<file path="src/rtl/playback_rate_gen.sv">
// Sample-rate enable generator for the audio player/recorder: divides CLK50 into
// single-cycle ticks and supplies address step and interpolation phase per tick.
module playback_rate_gen #(
  parameter int BASE_DIV = 4,
  parameter int RATIO_W  = 3,
  parameter int STEP_W   = 4
) (
  input  logic               CLK50,
  input  logic               RST,
  input  logic [1:0]         i_mode,
  input  logic [RATIO_W-1:0] i_ratio,
  input  logic               i_interp,
  input  logic               i_pause,
  output logic               o_tick,
  output logic               o_advance,
  output logic [STEP_W-1:0]  o_step,
  output logic [RATIO_W-1:0] o_phase,
  output logic [RATIO_W:0]   o_den
);

  localparam int DIV_W = (BASE_DIV <= 2) ? 1 : $clog2(BASE_DIV);
  localparam logic [DIV_W-1:0]   DIV_LAST  = DIV_W'(BASE_DIV - 1);
  localparam logic [STEP_W-1:0]  STEP_ONE  = STEP_W'(1);
  localparam logic [RATIO_W:0]   DEN_ONE   = (RATIO_W + 1)'(1);
  localparam logic [1:0]         MODE_FAST = 2'b10;
  localparam logic [1:0]         MODE_SLOW = 2'b11;

  logic [DIV_W-1:0]   div_cnt;
  logic [RATIO_W-1:0] phase_cnt;
  logic [RATIO_W-1:0] ratio_q;
  logic [1:0]         mode_q;

  logic               tick_due;
  logic               slow;
  logic               phase_end;
  logic               group_end;
  logic [RATIO_W:0]   ratio_p1;
  logic [STEP_W-1:0]  step_fast;

  // ratio+1 is formed one bit wider so the maximum ratio does not wrap.
  assign ratio_p1  = {1'b0, ratio_q} + DEN_ONE;
  assign step_fast = STEP_W'(ratio_p1);
  assign tick_due  = (div_cnt == DIV_LAST);
  assign slow      = (mode_q == MODE_SLOW);
  // >= keeps the group closing even if a ratio reload during pause left phase_cnt above it.
  assign phase_end = (phase_cnt >= ratio_q);
  assign group_end = !slow || phase_end;

  always_ff @(posedge CLK50) begin
    if (RST) begin
      div_cnt   <= '0;
      phase_cnt <= '0;
      mode_q    <= 2'b01;
      ratio_q   <= '0;
      o_tick    <= 1'b0;
      o_advance <= 1'b0;
      o_step    <= '0;
      o_phase   <= '0;
      o_den     <= DEN_ONE;
    end else if (i_pause) begin
      div_cnt   <= '0;
      mode_q    <= i_mode;
      ratio_q   <= i_ratio;
      o_tick    <= 1'b0;
      o_advance <= 1'b0;
      o_step    <= '0;
      o_phase   <= '0;
    end else begin
      o_tick    <= tick_due;
      o_advance <= 1'b0;
      o_step    <= '0;
      o_phase   <= '0;
      div_cnt   <= tick_due ? '0 : div_cnt + DIV_W'(1);
      if (tick_due) begin
        // Settings loaded here are first used by the following tick.
        if (group_end) begin
          mode_q  <= i_mode;
          ratio_q <= i_ratio;
        end
        if (slow) begin
          o_phase <= i_interp ? phase_cnt : '0;
          o_den   <= ratio_p1;
          if (phase_end) begin
            o_advance <= 1'b1;
            o_step    <= STEP_ONE;
            phase_cnt <= '0;
          end else begin
            phase_cnt <= phase_cnt + RATIO_W'(1);
          end
        end else begin
          o_advance <= 1'b1;
          o_step    <= (mode_q == MODE_FAST) ? step_fast : STEP_ONE;
          o_den     <= DEN_ONE;
          phase_cnt <= '0;
        end
      end
    end
  end

endmodule

</file>
<file path="config.mk">
export PLATFORM = sky130hd
export DESIGN_NAME = playback_rate_gen
export DESIGN_NICKNAME = d
export VERILOG_FILES = /design/src/rtl/playback_rate_gen.sv
export SDC_FILE = /design/constraint.sdc
export NUM_CORES = 1
export LEC_CHECK = 0
export ABC_AREA = 1
export CORE_MARGIN = 1
export CORE_UTILIZATION = 38
export DETAILED_ROUTE_END_ITERATION = 10
export SYNTH_ARGS = -nofsm -noshare
export SYNTH_HDL_FRONTEND = slang
export SYNTH_SLANG_ARGS = --single-unit
</file>
<file path="constraint.sdc">
create_clock -name CLK50 -period 1.88 [get_ports CLK50]
set_clock_uncertainty 0.05 [all_clocks]
set_input_delay 0.282 -clock CLK50 [delete_from_list [all_inputs] [get_ports CLK50]]
set_output_delay 0.282 -clock CLK50 [all_outputs]
set_load 0.02 [all_outputs]
</file>
==> summary.txt <==
Logic synthesis
  – Async SR Flop Fraction: 0
  – Simple-gate area share of the yosys netlist: 0.2659
  – Post-synth cell types: 21
  – Mapped Cells: 119
  – Cell accounting for the most synthesized area: dfxtp_1
  – Cell area after synthesis: about 1000 sq um
  – Most common cell in the netlist: dfxtp_1
  – Register area share after synthesis: 0.4682
  – Compound-gate portion of the synthesized area: 0.05980
  – Syn Area/Cell: about 8.3 sq um
  – Syn_nets: roughly 130
  – Post-Synth Adder-Cell Area: 0.07634
  – Ys flop type: dfxtp_1
  – Post-synth EDFFs: 0
  – FF+latch count, synth: 23
  – Post-synth top area share: 0.4682
  – Commonest cells post-synth: dfxtp_1 (23), nand2_1 (21), inv_1 (20)
  – Yosys warns: 0
  – Share of synthesized area spent on multiplexers: 0
  – Main combinational cell family by area after synthesis: simple AND/OR/NAND/NOR gates
  – Synth Area in XOR/XNOR: 0.02672
  – Top cells by area, synth: dfxtp_1 (47%), nand2_1 (8.0%), ha_1 (7.6%), inv_1 (7.6%), nor2_1 (5.0%)

STA
  – Max-slew headroom: 0.7410
  – Crit path time final: about 1.6 ns
  – Worst slew pin tran: a little under 0.4 ns
  – Count of final setup violators: 0
  – Achievable frequency: 628.9 MHz
  – RSZ-0062 raised after global routing: no
  – Final setup TNS: 0 ns
  – Hold Fails Final Rpt: 0
  – Max-slew violation count: 0
  – Tcrit/Tclk final: 0.8458

Clock tree
  – Hold buffer count at CTS: 0
  – # Post-CTS Setup Buffers: 0
  – Clk buf depth: 2
  – Root Buffer: clkbuf_4
  – CTS tree: built
  – Total CTS buffers: 3
  – CTS clock-pin slew for the worst setup and hold paths: 0.12 ns
  – H-tree Lvls: 1
  – Clk_lat worst skew: 0.31 ns
  – CTS Sinks: 23
  – Post-CTS sizing: 0

Die
  – Starting Density: 0.4006
  – Die area: 0.002795 sq mm
  – Core Footprint: about 0.0025 sq mm
  – Rows: 18
  – Die X: roughly 53 um
  – I/O pin total: 22
  – Die Y: 52.87 um

Route
  – Avg WL per Cell: approximately 10 um
  – WL final: 1748 um
  – Detail Route Antenna Nets: 0
  – Vias per cell: between 4 and 5
  – Initial DRC Count: 10
  – Vias: 775
  – Drc violations: 0
  – Drt pass-1 iters: 4

Worst setup path
  – CP peak stage delay: 0.60 ns
  – CP Buf/Inv Count: 1
  – Reg-to-Reg Start: ratio_q[2]$_SDFFE_PP0P_
  – CP max FO: 2
  – R2R Setup Slk: 0.34 ns
  – Crit path capture type: output port
  – CP startpoint kind: flip-flop
  – Capture instance of the worst register-to-register path: ratio_q[2]$_SDFFE_PP0P_
  – WS Path Type: flip-flop to output port
  – CP arrival: 1.26 ns
  – CP Cell Sequence: clkdlybuf4s50_1
  – CP Data Required Time: 1.55 ns
  – CP max stage cell: clkdlybuf4s50_1
  – Worst Reg2Reg Path Length in Cells: 8
  – CP top delay family: buffers and inverters

Layout
  – Share of layout cells above drive strength 1: 0.07692
  – Final Core Density: 0.5066
  – Ant diodes: 0
  – Area added between synthesis and finish: 26.46%
  – Post-route insts no fill: approximately 170
  – Nets: 159
  – Cell area after layout: ~0.0012 sq mm

Place
  – Post-DP Area: 0.001216 sq mm
  – Routability cong.: 0.8538
  – DPL Wire Length: 1412 um
  – Dpl cells: approximately 170
  – Port Buffers: 21

GRT
  – GRT Util Overall: 0.1466
  – Initial antenna violation count: 0
  – Vias in the first global route: between 600 and 700
  – Global route overflow: 0
  – Maximum number of pins on one net before global-route repair: 14
  – Global-route wire length before repair: 2904 um

Min path
  – Worst hold path class: flip-flop to flip-flop
  – Hold_sp: div_cnt[0]$_SDFF_PP0_
  – Hold Crit Endpoint: div_cnt[0]$_SDFF_PP0_
  – Worst Hold Depth: 1

Power and ir drop
  – Static Leakage: 0.5556 nW
  – Cell Pwr Density: 657.4 mW/mm^2
  – Maximum vdd drop: slightly above 0.5 mV

Outcome
  – Run status: finished, final reports clean

Job
  – Max Cap Viol: 0
[stage by stage]
step           worst slack, ns  power (mW)  hold WS [ns]
6_report                0.2898      0.8176        0.4004
5_1_grt                 0.1906      0.8626        0.4233
4_1_cts                 0.2725      0.8302        0.4073
3_5_place_dp            0.2523      0.6104        0.3892
3_3_place_gp            0.2894      0.6094        0.3707
2_1_floorplan           0.4768      0.5805        0.3556
[final cells by class]
cell class                      instances  area, sq um
Fill cell                             248         1211
Sequential cell                        23        460.4
Multi-Input combinational cell         73        421.7
Timing Repair Buffer                   22        217.7
Inverter                               21        78.83
Tap cell                               30        37.54
Clock buffer                            3        22.52
Clock inverter                          1        5.005
[logic make-up after synthesis]
kind of cell | after synthesis
fa+ha+maj | 6
simple gates | 53
buf+inv | 23
flops | 23
compound gates | 11
xor+xnor | 3
[layout by cell type, fill, tap and decap left out]
cell	count
a21oi_1	8
a22oi_1	1
a31oi_1	1
buf_4	1
clkbuf_4	3
clkdlybuf4s50_1	21
clkinv_2	1
dfxtp_1	23
ha_1	6
inv_1	20
inv_2	1
nand2_1	21
nand2_2	1
nand2_4	1
nand3_1	9
nand3_4	1
nand4_1	2
nor2_1	13
nor2_4	2
nor3_1	1
nor3b_1	1
nor4_1	1
o21ai_0	1
xor2_1	3
[per-layer routing]
metal / global-route usage / share of wire / routed length [um]
met4: 0.05263 / 0.012 / 21
met3: 0.06322 / 0.053 / 93
met2: 0.2426 / 0.46 / 809
met5: 0 / 0 / 0
met1: 0.1661 / 0.47 / 823
[power by group]
group          total, mW  switching [mW]  leakage, nW  internal (mW)
Clock              0.219           0.139       0.0177         0.0794
Combinational     0.0910          0.0507        0.351         0.0403
Sequential         0.508         0.00943        0.187          0.498
[how the worst max path moves through the flow]
stage	from	endpoint	slack, ns	cells past startpoint
after detailed placement	i_pause	o_phase[2]$_SDFF_PP0_	0.25	6
after floorplan	ratio_q[2]$_SDFFE_PP0P_	ratio_q[0]$_SDFFE_PP0P_	0.48	8
final	o_den[1]$_SDFFE_PP0P_	o_den[1]	0.29	1
after CTS	o_den[1]$_SDFFE_PP0P_	o_den[1]	0.27	1
after global placement	i_pause	o_den[3]$_SDFFE_PP0P_	0.29	6
after global routing	ratio_q[2]$_SDFFE_PP0P_	phase_cnt[0]$_SDFFE_PP0P_	0.19	9
[state kept, by name, indices dropped and copies added, names as in the netlist]
signal and cells:
o_advance 1, div_cnt 2, o_den 4, mode_q 2, o_tick 1, phase_cnt 3
o_step 4, o_phase 3, ratio_q 3
Power figures use the tool's default switching activity.
